### src/rtl/elevator_pkg.sv
// rtl/elevator_pkg.sv - floor width, default floor count and panel state shared by the elevator blocks
package elevator_pkg;

  localparam int FLOOR_W        = 3;
  localparam int DEF_NUM_FLOORS = 5;
  localparam int GAP_W          = 8;

  typedef logic [FLOOR_W-1:0] floor_t;

  typedef enum logic [1:0] {
    IDLE,
    SELECT,
    PRESS,
    GAP
  } panel_state_t;

endpackage

### src/rtl/elevator_call_panel_if.sv
// rtl/elevator_call_panel_if.sv - call panel bus: button/status inputs, request strobe and lamp outputs
interface elevator_call_panel_if
  import elevator_pkg::*;
#(
  parameter int NUM_FLOORS = elevator_pkg::DEF_NUM_FLOORS,
  parameter int FLOOR_W    = elevator_pkg::FLOOR_W
);

  logic [NUM_FLOORS-1:0] btn;
  logic                  stop;
  logic [FLOOR_W-1:0]    current_floor;
  logic                  press;
  logic [FLOOR_W-1:0]    dest_floor;
  logic [NUM_FLOORS-1:0] lamp;
  logic                  busy;

  modport master (
    input  btn, stop, current_floor,
    output press, dest_floor, lamp, busy
  );

  modport slave (
    output btn, stop, current_floor,
    input  press, dest_floor, lamp, busy
  );

endinterface

### src/rtl/call_rr_pick.sv
// rtl/call_rr_pick.sv - combinational round-robin picker: first set candidate at or after ptr, wrapping at N
module call_rr_pick
  import elevator_pkg::*;
#(
  parameter int N = elevator_pkg::DEF_NUM_FLOORS,
  parameter int W = elevator_pkg::FLOOR_W
) (
  input  logic [N-1:0] cand,
  input  logic [W-1:0] ptr,
  output logic [W-1:0] sel,
  output logic         found
);

  function automatic logic [W-1:0] rot_idx(input logic [W-1:0] p, input int k);
    int s;
    s = int'(p) + k;
    if (s >= N) s = s - N;
    return W'(s);
  endfunction

  // Walk offsets from farthest to nearest so the nearest hit to ptr wins.
  always_comb begin
    sel   = '0;
    found = 1'b0;
    for (int k = N - 1; k >= 0; k--) begin
      if (cand[rot_idx(ptr, k)]) begin
        sel   = rot_idx(ptr, k);
        found = 1'b1;
      end
    end
  end

endmodule

### src/rtl/elevator_call_panel.sv
// rtl/elevator_call_panel.sv - captures call buttons into a pending bitmap and serialises them as press pulses
module elevator_call_panel
  import elevator_pkg::*;
#(
  parameter int NUM_FLOORS = elevator_pkg::DEF_NUM_FLOORS,
  parameter int FLOOR_W    = elevator_pkg::FLOOR_W,
  parameter int GAP_CYCLES = 2
) (
  input logic                   clk,
  input logic                   rst,
  elevator_call_panel_if.master bus
);

  logic [NUM_FLOORS-1:0] btn_q;
  logic [NUM_FLOORS-1:0] pend;
  logic [NUM_FLOORS-1:0] sent;
  logic [NUM_FLOORS-1:0] rise;
  logic [NUM_FLOORS-1:0] svc;
  logic [NUM_FLOORS-1:0] cand;
  logic [NUM_FLOORS-1:0] sent_set;
  logic                  armed;
  logic [FLOOR_W-1:0]    ptr;
  logic [FLOOR_W-1:0]    sel_q;
  logic [FLOOR_W-1:0]    dest_q;
  logic [FLOOR_W-1:0]    pick_sel;
  logic                  pick_found;
  logic [GAP_W-1:0]      gap_cnt;
  logic                  load_sel;
  logic                  fire;
  panel_state_t          state;
  panel_state_t          state_nxt;

  // btn_q is forced to zero by reset, so the first cycle afterwards only
  // samples the buttons; a button held through reset must not count as a rise.
  assign rise = bus.btn & ~btn_q & {NUM_FLOORS{armed}};
  assign cand = pend & ~sent;

  always_comb begin
    svc = '0;
    for (int i = 0; i < NUM_FLOORS; i++) begin
      svc[i] = bus.stop && (bus.current_floor == FLOOR_W'(i));
    end
  end

  call_rr_pick #(
    .N (NUM_FLOORS),
    .W (FLOOR_W)
  ) u_pick (
    .cand  (cand),
    .ptr   (ptr),
    .sel   (pick_sel),
    .found (pick_found)
  );

  always_comb begin
    state_nxt = state;
    load_sel  = 1'b0;
    fire      = 1'b0;
    case (state)
      IDLE: begin
        if (|cand) state_nxt = SELECT;
      end
      SELECT: begin
        if (pick_found) begin
          load_sel  = 1'b1;
          state_nxt = PRESS;
        end else begin
          state_nxt = IDLE;
        end
      end
      PRESS: begin
        // A call serviced between selection and issue is dropped silently.
        if (pend[sel_q] && !svc[sel_q]) begin
          fire      = 1'b1;
          state_nxt = GAP;
        end else begin
          state_nxt = IDLE;
        end
      end
      GAP: begin
        if (gap_cnt <= GAP_W'(1)) state_nxt = IDLE;
      end
      default: state_nxt = IDLE;
    endcase
  end

  assign sent_set = fire ? (NUM_FLOORS'(1) << sel_q) : '0;

  always_ff @(posedge clk or posedge rst) begin
    if (rst) begin
      state   <= IDLE;
      btn_q   <= '0;
      armed   <= 1'b0;
      pend    <= '0;
      sent    <= '0;
      ptr     <= '0;
      sel_q   <= '0;
      dest_q  <= '0;
      gap_cnt <= '0;
    end else begin
      state <= state_nxt;
      btn_q <= bus.btn;
      armed <= 1'b1;
      pend  <= (pend | rise) & ~svc;
      sent  <= (sent | sent_set) & ~svc;
      if (load_sel) sel_q <= pick_sel;
      if (fire) begin
        dest_q  <= sel_q;
        ptr     <= (sel_q == FLOOR_W'(NUM_FLOORS - 1)) ? '0 : sel_q + 1'b1;
        gap_cnt <= GAP_W'(GAP_CYCLES);
      end else if (state == GAP) begin
        gap_cnt <= gap_cnt - 1'b1;
      end
    end
  end

  // During the pulse cycle dest_floor shows the selection directly; it is
  // captured on the pulse and held, so it only ever moves with a press.
  assign bus.press      = fire;
  assign bus.dest_floor = fire ? sel_q : dest_q;
  assign bus.lamp       = pend;
  assign bus.busy       = (state != IDLE) | (|cand);

endmodule

### src/flat_wrapper.sv
// flat-port wrapper written by rule: the top's interface ports become plain ports
module elevator_call_panel_flat import elevator_pkg::*;
#(
  parameter int NUM_FLOORS = elevator_pkg::DEF_NUM_FLOORS,
  parameter int FLOOR_W    = elevator_pkg::FLOOR_W,
  parameter int GAP_CYCLES = 2
)
  (clk, rst, bus_btn, bus_stop, bus_current_floor, bus_press, bus_dest_floor, bus_lamp, bus_busy);
  elevator_call_panel_if #(.NUM_FLOORS(NUM_FLOORS), .FLOOR_W(FLOOR_W)) bus_i ();
  input logic clk;
  input logic rst;
  input wire logic [$bits(bus_i.btn)-1:0] bus_btn;
  input wire logic [$bits(bus_i.stop)-1:0] bus_stop;
  input wire logic [$bits(bus_i.current_floor)-1:0] bus_current_floor;
  output wire logic [$bits(bus_i.press)-1:0] bus_press;
  output wire logic [$bits(bus_i.dest_floor)-1:0] bus_dest_floor;
  output wire logic [$bits(bus_i.lamp)-1:0] bus_lamp;
  output wire logic [$bits(bus_i.busy)-1:0] bus_busy;
  assign bus_i.btn = bus_btn;
  assign bus_i.stop = bus_stop;
  assign bus_i.current_floor = bus_current_floor;
  assign bus_press = bus_i.press;
  assign bus_dest_floor = bus_i.dest_floor;
  assign bus_lamp = bus_i.lamp;
  assign bus_busy = bus_i.busy;
  elevator_call_panel #(.NUM_FLOORS(NUM_FLOORS), .FLOOR_W(FLOOR_W), .GAP_CYCLES(GAP_CYCLES)) u_core (.clk(clk), .rst(rst), .bus(bus_i));
endmodule
### config.mk
export PLATFORM = sky130hd
export DESIGN_NAME = elevator_call_panel_flat
export DESIGN_NICKNAME = d
export VERILOG_FILES = /design/src/rtl/elevator_pkg.sv /design/src/rtl/elevator_call_panel_if.sv /design/src/rtl/call_rr_pick.sv /design/src/rtl/elevator_call_panel.sv /design/src/flat_wrapper.sv
export SDC_FILE = /design/constraint.sdc
export NUM_CORES = 1
export LEC_CHECK = 0
export ABC_CLOCK_PERIOD_IN_PS = 4500
export BUFFER_PORTS_ARGS = -buffer_cell sky130_fd_sc_hd__buf_2
export CAP_MARGIN = 10
export CORE_MARGIN = 2
export CORE_UTILIZATION = 52
export DETAILED_ROUTE_END_ITERATION = 16
export PLACE_DENSITY = 0.83
export RECOVER_POWER = 25
export SLEW_MARGIN = 0
export SYNTH_ARGS = -nofsm -noshare
export SYNTH_HDL_FRONTEND = slang
export SYNTH_SLANG_ARGS = --single-unit
### constraint.sdc
create_clock -name clk -period 4.5 [get_ports clk]
set_clock_uncertainty 0.15 [all_clocks]
set_input_delay 0.225 -clock clk [delete_from_list [all_inputs] [get_ports clk]]
set_output_delay 0.225 -clock clk [all_outputs]
set_load 0.02 [all_outputs]
# Word-level counts from Yosys, hierarchy flattened
# Cells that the tools add are included.
[op_classes] reduce_logical=13 n_mux=43 n_lt_le_gt_ge=12 n_shift=1 bitwise=11 eq_ne=10 addsub=11
[ops] cell="two-way mux 3 bit" count=12
[ops] cell="bitwise AND 5 bit" count=5
[ops] cell="< comparator 3 x 4 -> 1 bit, second input constant" count=6
[ops] cell="binary-select mux 1 bit (select 3 bit)" count=7
[ops] cell=">= comparator 4 x 3 -> 1 bit, second input constant" count=4
[ops] cell="two-way mux 1 bit" count=16
[ops] cell="two-way mux 8 bit" count=2
[ops] cell="NOT 5 bit" count=3
[ops] cell="subtractor 3 bit, second input constant" count=5
[ops] cell="bitwise OR 5 bit" count=2
[ops] cell="adder 3 x 2 -> 4 bit, second input constant" count=2
[ops] cell="<= comparator 8 x 1 -> 1 bit, second input constant" count=1
[ops] cell="two-way mux 2 bit" count=4
[ops] cell="case mux 2 bit (4 select lines)" count=1
[ops] cell="subtractor 8 x 1 -> 8 bit, second input constant" count=1
[ops] cell="equality test 3 x 2 -> 1 bit, second input constant" count=2
[ops] cell="equality test 3 bit, second input constant" count=2
[ops] cell="logical AND 1 bit" count=6
[ops] cell="two-way mux 5 bit" count=1
[ops] cell="OR reduction 5 bit" count=1
[ops] cell="<< shifter 1 x 3 -> 5 bit, first input constant" count=1
[ops] cell="adder 3 x 1 -> 4 bit, second input constant" count=1
[ops] cell="adder 3 x 3 -> 4 bit, second input constant" count=1
[ops] cell="equality test 2 bit, second input constant" count=2
[ops] cell="other kinds (11)" count=13
[totals] ff_bits=35 out_inout_bits=10 word_cells=110 input_bits=11

# Logic depth before layout (Yosys ltp)
# Gate-level depths: netlist of the first run.
[logic_depth] ltp_word=12 depth_mapped=15 ltp_nobuf=12

# Hierarchy
# Synthesis of the first run repeated with hierarchy kept, for this count alone.
[unflattened] cells_unflattened=318 area_unflattened_um2=2854.0
[by_module_without_submodules] module="elevator_call_panel" area_per_inst_um2=1735.4 seq_area_each_um2=875.8 n_inst=1 cells_per_inst=166
[by_module_without_submodules] module="call_rr_pick" area_per_inst_um2=1118.6 seq_area_each_um2=0.0 n_inst=1 cells_per_inst=152

# Worst setup path before layout of the first run
# No wires, ideal clock.
[synth_path] path_type="reg-to-reg" start="reg u_core.ptr[0]" end="reg u_core.sel_q[2]" setup_time_ns=0.128 stages_incl_launch_ff=15 period_less_slack_ns=3.639 setup_slack_ns=0.861 path_buffers=3 t_required_ns=4.222 arrival_ns=3.361 cell_sequence="dfrtp_1 > buf_4 > inv_2 > clkbuf_1 > ha_1 > inv_1 > fa_1 > clkbuf_1 > or4b_2 > nand3_1 > a22oi_1 > nor4b_1 > o211ai_1 > nand2_1 > mux2_1"
[synth_via] elab_chain_len=12 elab_cells_between_ends=41 classes_between="9 x add/sub; 5 x order compare; 27 x mux"
[synth_rtl] item="start: declaration" line_no="elevator_call_panel.sv:22" source="logic [FLOOR_W-1:0] ptr;"
[synth_rtl] item="start signal: assignment" line_no="elevator_call_panel.sv:109" source="ptr <= (sel_q == FLOOR_W'(NUM_FLOORS - 1)) ? '0 : sel_q + 1'b1;"
[synth_rtl] item="adder 3 x 3 -> 4 bit" line_no="call_rr_pick.sv:16" source="s = int'(p) + k;"
[synth_rtl] item=">= comparator 4 x 3 -> 1 bit or subtractor 3 bit (tied branches)" line_no="call_rr_pick.sv:17" source="if (s >= N) s = s - N;"
[synth_rtl] item="two-way mux 3 bit" line_no="call_rr_pick.sv:17"
[synth_rtl] item="binary-select mux 1 bit (select 3 bit)" line_no="call_rr_pick.sv:26" source="if (cand[rot_idx(ptr, k)]) begin"
[synth_rtl] item="two-way mux 1 bit (implied by the code)" line_no="call_rr_pick.sv:26"
[synth_rtl] item="two-way mux 1 bit (5 in a row)" line_no="call_rr_pick.sv:26"
[synth_rtl] item="two-way mux 1 bit" line_no="elevator_call_panel.sv:64" source="if (pick_found) begin"
[synth_rtl] item="two-way mux 1 bit" line_no="elevator_call_panel.sv:59" source="case (state)"
[synth_rtl] item="end signal: assignment" line_no="elevator_call_panel.sv:106" source="if (load_sel) sel_q <= pick_sel;"
[synth_rtl] item="end: declaration" line_no="elevator_call_panel.sv:23" source="logic [FLOOR_W-1:0] sel_q;"
# Several ways; a longest one is shown, not always the timed one. The select of a mux whose other input is x is not followed.
# A chain may end at the register's enable or synchronous reset.

# Worst setup path in the final report of the first run
[layout_path] start="reg u_core.ptr[1]" end="reg u_core.sel_q[1]"
# The elaborated chain is that of the path after synthesis.

==> impl_metrics.toml, run 1 <==
[cells_and_area]
instances_no_fill = 412
multi_input_area_um2 = 1740
diodes = 0
fin_nets = 369
drive_above_1_share = 0.126
fill_cells = 455
seqCellArea_um2 = 876
synthToLayoutAreaGrowth_pct = 9.94

[synthesis]
ys.flop_type = "dfrtp_1"
yosysUniqueCellTypes = 64
yosys.area.top_type = "dfrtp_1"
synth-edff-count = 0
syn_inst = 320
yosysMostFrequentCell = "dfrtp_1"
synthArstFlopShare = 1.00
ys_ff_latch = 35
synth-warning-count = 0
synthesis.area_um2 = 2760
yosys-top-cells-area = "dfrtp_1, ha_1, nor2_1"
synth_top_cell_area_share = 0.318
avgSynthCellArea_um2 = 8.61
yosysSeqAreaShare = 0.318
synth_nets = 348
synth_commonest_cells = "dfrtp_1, nor2_1, nand2_1"

[sta]
setup_ws_ns = 0.636
setup_tns_ns = 0
tightestPinTransition_ns = 1.82
layout_min_cycle_time_ns = 3.86
maxSlewViolCount = 36
finalSetupViolations = 0
timing.fmax_ghz = 0.259
timing.final.hold_violations = 0
max_slew_margin = -0.216
post-route-period-util = 0.859
rsz0062_at_grt = "false"

[hold_path]
whs_path_depth = 3
worstHoldStart = "bus_current_floor[2]"
hold_end = "u_core.bus.lamp[4]"
min_path_type = "input pin to flop"

[grt]
grt_start_max_net_pins = 36
antenna_found_initial = 0
grt_pass1_wl_mm = 12.0
grt_usage = 0.254
grt_pass1_vias = 2558
grt-ovfl-total = 0

[placed_design]
gp_congestion = 0.991
io_buffers = 20
dp_cells = 398
hpwl_mm = 5.13
dpl_worst_slack_ns = 0.686

[pwr]
total_power_mw = 0.689
power_density_nw_per_um2 = 227
p_leak_nw = 1.30
ir_worst_vdd_mv = 0.233

[drt]
totalWireLength_mm = 7.06
drt_first_iter_violations = 274
drtAntennaViolNets = 0
firstDrtPassIters = 4
vias = 2561
wl_per_cell_um = 17.1
vias_per_cell = 6.22
drc_errors = 0

[clock_network]
clk_latency_ns = 0.29
postCtsSetupBuffers = 0
cts-root-buf = "clkbuf_8"
tritoncts = "built"
cts_buffers = 5
path_clk_slew_ns = 0.07
cts-htree-levels = 2
cts.path.max_buffers = 2
clock_sinks = 35

[worst_setup_path]
crit_buf_inv = 1
worstSetupPathType = "flop to flop"
critPathRequiredTime_ns = 4.53
crit_top_cell = "ha_1"
crit_family = "compound AO/OA/AOI/OAI gates"
cp.arrival_ns = 3.89
slowest_stage = "dfrtp_1"
reg2reg_depth = 11
r2r_setup_slack_ns = 0.64
cpPeakStageDelay_ns = 0.59
cp_cell_sequence = "inv_1, ha_1, ha_1, nor2b_1, a22o_1, or4_1, a211oi_2, nor3_1, a2111oi_2, o32ai_1, mux2_2"
endpoint_kind = "flop"
path_max_fanout = 13
r2r_end = "u_core.sel_q[1]"
r2r_start = "u_core.ptr[1]"
worstSetupStartpointType = "flop"

[floorplanning]
die_h_um = 76.8
rows = 26
die-area_um2 = 5900
core-area_um2 = 5110
die_x_um = 76.8
io_pins = 21
initial_utilization = 0.540

[run_status]
status = "finished with violations"
violations = "capacitance limit, slew limit"

[flow_run]
maxCapViolations = 1
[kinds of logic (layout without fill, tap and decap cells)]
kind of cell             after synthesis  count (layout)  synth area share
AO/OA/AOI/OAI                         96              96             0.241
XOR/XNOR                               5               5            0.0159
adder cells (fa/ha/maj)               17              17            0.0799
buffers and inverters                 35              57            0.0527
flip-flops                            35              35             0.318
multiplexers                          11              11            0.0436
other                                  1               1           0.00136
AND/OR/NAND/NOR                      120             120             0.247
[through the flow]
| stage | cell area (um2) | util | hold WS, ns |
|---|---|---|---|
| after floorplan | 2760 | - | 0.106 |
| after global placement | 2890 | 0.566 | 0.184 |
| after detailed placement | 2890 | 0.566 | 0.194 |
| after CTS | 3040 | 0.595 | 0.156 |
| after global routing | 3030 | 0.593 | 0.182 |
| final | 3030 | 0.593 | 0.161 |
[tightest hold or removal path, delay by kind of cell]
family | cells | cell delay, ns
buffers and inverters | 1 | 0.09
AND/OR/NAND/NOR | 2 | 0.25
[layout by cell type, fill, tap and decap left out, types with 9 or more instances in the layout]
cell	instances
dfrtp_1	35
nor2_1	27
nand2_1	20
nor2b_1	10
o21ai_0	19
buf_2	16
o211ai_1	11
ha_1	16
a211oi_1	11
a31oi_1	9
a21oi_1	18
inv_1	19
[power by group]
part / switching (mW) / internal, mW / total [mW] / leakage (nW)
Combinational: 0.0813 / 0.0514 / 0.133 / 0.848
Sequential: 0.0121 / 0.325 / 0.337 / 0.409
Clock: 0.112 / 0.108 / 0.220 / 0.0412
Total: 0.205 / 0.484 / 0.689 / 1.30
[routing by layer]
metal	GRT usage	share of wire
met2	0.420	0.49
met1	0.337	0.43
met3	0.0235	0.049
met4	0.113	0.028
met5	0	0
[cell type report]
| type | instances | share of cell area |
|---|---|---|
| sequential | 35 | 0.289 |
| clock inverter | 2 | 0.00413 |
| inverter | 21 | 0.0260 |
| multi-input combinational | 250 | 0.573 |
| tap | 70 | 0.0289 |
| clock buffer | 6 | 0.0239 |
| timing repair buffer | 28 | 0.0553 |
[worst max path at each step]
stage / end / start / slack, ns / depth (start not counted)
after floorplan: u_core.sel_q[2] / u_core.ptr[0] / 0.86 / 14
after global placement: u_core.sel_q[1] / u_core.ptr[1] / 0.80 / 10
after detailed placement: u_core.sel_q[1] / u_core.ptr[1] / 0.69 / 11
after CTS: u_core.sel_q[1] / u_core.ptr[1] / 0.68 / 11
after global routing: u_core.sel_q[1] / u_core.ptr[1] / 0.46 / 11
final: u_core.sel_q[1] / u_core.ptr[1] / 0.64 / 11
[timing repair]
item	in CTS	in global routing
endpoints found under the hold margin	40	0
gates resized for setup	0	0
hold buffers	6	0
[registers in the layout (all words and copies together), names as in the netlist, 2 cells and up]
register	flops
u_core.gap_cnt	8
u_core.btn_q	5
u_core.bus.lamp	5
u_core.sent	5
u_core.dest_q	3
u_core.ptr	3
u_core.sel_q	3
u_core.state	2
(Power assumes the default switching activity.)
==> run 2: changes to the inputs <==
Settings changed: MAX_ROUTING_LAYER set to met4, REMOVE_ABC_BUFFERS set to 1.
==> impl_metrics.toml, run 2 (same netlist as run 1, synthesis figures left out) <==
[grt]
grt_usage = 0.271
grt_pass1_vias = 2613
grt-ovfl-total = 0
grt_pass1_wl_mm = 12.5
antenna_found_initial = 0
grt_start_max_net_pins = 36

[drt]
totalWireLength_mm = 7.16
drt_first_iter_violations = 263
vias_per_cell = 6.29
firstDrtPassIters = 5
drtAntennaViolNets = 0
drc_errors = 0
wl_per_cell_um = 17.4
vias = 2592

[cells_and_area]
layout_commonest_cell = "dfrtp_1"
fill_cells = 454
final_cell_mix = "dfrtp_1, nor2_1, nand2_1"
diodes = 0
synthToLayoutAreaGrowth_pct = 10.4
drive_above_1_share = 0.123
top_register = "u_core.gap_cnt"
largest_register_ffs = 8
fin_nets = 369
instances_no_fill = 412

[sta]
rsz0062_at_grt = "false"
layout_min_cycle_time_ns = 3.88
post-route-period-util = 0.862
timing.final.hold_violations = 0
finalSetupViolations = 0
max_slew_margin = -0.214
tightestPinTransition_ns = 1.82
timing.fmax_ghz = 0.258
maxSlewViolCount = 36
setup_tns_ns = 0

[placed_design]
dp_cells = 398
gp_congestion = 1.04
io_buffers = 20
hpwl_mm = 5.08

[worst_setup_path]
worstSetupStartpointType = "flop"
crit_family = "compound AO/OA/AOI/OAI gates"
cp.arrival_ns = 3.90
cp_cell_sequence = "inv_1, ha_1, ha_1, nor2b_1, a22o_1, or4_1, a211oi_2, nor3_1, a2111oi_2, o32ai_1, mux2_2"
crit_buf_inv = 1
worstSetupPathType = "flop to flop"
critPathRequiredTime_ns = 4.52
slowest_stage = "dfrtp_1"
cpPeakStageDelay_ns = 0.61
path_max_fanout = 13
crit_top_cell = "ha_1"
endpoint_kind = "flop"

[clock_network]
postCtsSetupBuffers = 0
cts_buffers = 5
tritoncts = "built"
cts.path.max_buffers = 2
cts-htree-levels = 2
cts-root-buf = "clkbuf_8"
clock_sinks = 35
path_clk_slew_ns = 0.07
clk_latency_ns = 0.29

[floorplanning]
die_x_um = 76.8
die-area_um2 = 5900
die_h_um = 76.8
initial_utilization = 0.540
io_pins = 21
core-area_um2 = 5110
rows = 26

[run_status]
status = "finished with violations"
violations = "capacitance limit, slew limit"

[pwr]
power_density_nw_per_um2 = 235
total_power_mw = 0.716
p_leak_nw = 1.30
ir_worst_vdd_mv = 0.245

[flow_run]
maxCapViolations = 1

[hold_path]
min_path_type = "input pin to flop"
## run 2: changes by cell type in the layout (fill, tap and decap cells not counted), sizes merged
cell,change
clkbuf,+2
clkinv,-1
clkinvlp,-1
## run 2: layer usage
metal | vias to the layer above | wire length, um | GRT usage
li1 | 1226 | - | -
met1 | 1244 | 3180 | 0.350
met2 | 105 | 3400 | 0.433
met3 | 17 | 396 | 0.0365
met4 | 0 | 180 | 0.107
met5 | - | 0 | -
## run 2: layout make-up
class	instances	area (um2)	share of cell area
clock buffer	8	100	0.0329
inverter	21	78.8	0.0259
multi-input combinational	250	1740	0.570
sequential	35	876	0.288
tap	70	87.6	0.0288
timing repair buffer	28	166	0.0547
## run 2: per-stage QoR
step / util / setup slack [ns] / hold slack (ns) / cell area [um2]
2_1_floorplan: - / 0.796 / 0.106 / 2690
3_3_place_gp: 0.566 / 0.743 / 0.184 / 2890
3_5_place_dp: 0.566 / 0.705 / 0.199 / 2890
4_1_cts: 0.598 / 0.687 / 0.140 / 3050
5_1_grt: 0.596 / 0.375 / 0.199 / 3040
6_report: 0.596 / 0.623 / 0.146 / 3040
## run 2: where the power goes
part	total, mW	switching [mW]	internal (mW)
clock network	0.246	0.106	0.140
logic	0.132	0.0807	0.0512
registers	0.338	0.0130	0.325
total	0.716	0.200	0.515
## run 2: timing repair
action | in CTS | in global routing
hold buffers | 6 | 0
resized for setup | 0 | 0
endpoints found under the hold margin | 40 | 0
## run 2: path summary, 6_finish.rpt
| path | from | to | slack [ns] | cells after the start |
|---|---|---|---|---|
| min | bus_current_floor[2] | u_core.sent[4] | 0.15 | 3 |
| min in group asynchronous | rst | u_core.bus.lamp[2] | 1.01 | 4 |
| max reg2reg | u_core.ptr[1] | u_core.sel_q[1] | 0.62 | 11 |
| min reg2reg | u_core.dest_q[1] | u_core.dest_q[1] | 0.35 | 1 |
| max in group asynchronous | rst | u_core.bus.lamp[4] | 2.15 | 4 |
| max | u_core.ptr[1] | u_core.sel_q[1] | 0.62 | 11 |
## run 2: worst reg2reg max path: stages, from the launching register on
cell	delay (ns)
dfrtp_1	0.61
inv_1	0.26
ha_1	0.29
ha_1	0.41
nor2b_1	0.17
a22o_1	0.24
or4_1	0.43
a211oi_2	0.29
nor3_1	0.13
a2111oi_2	0.36
o32ai_1	0.15
mux2_2	0.28
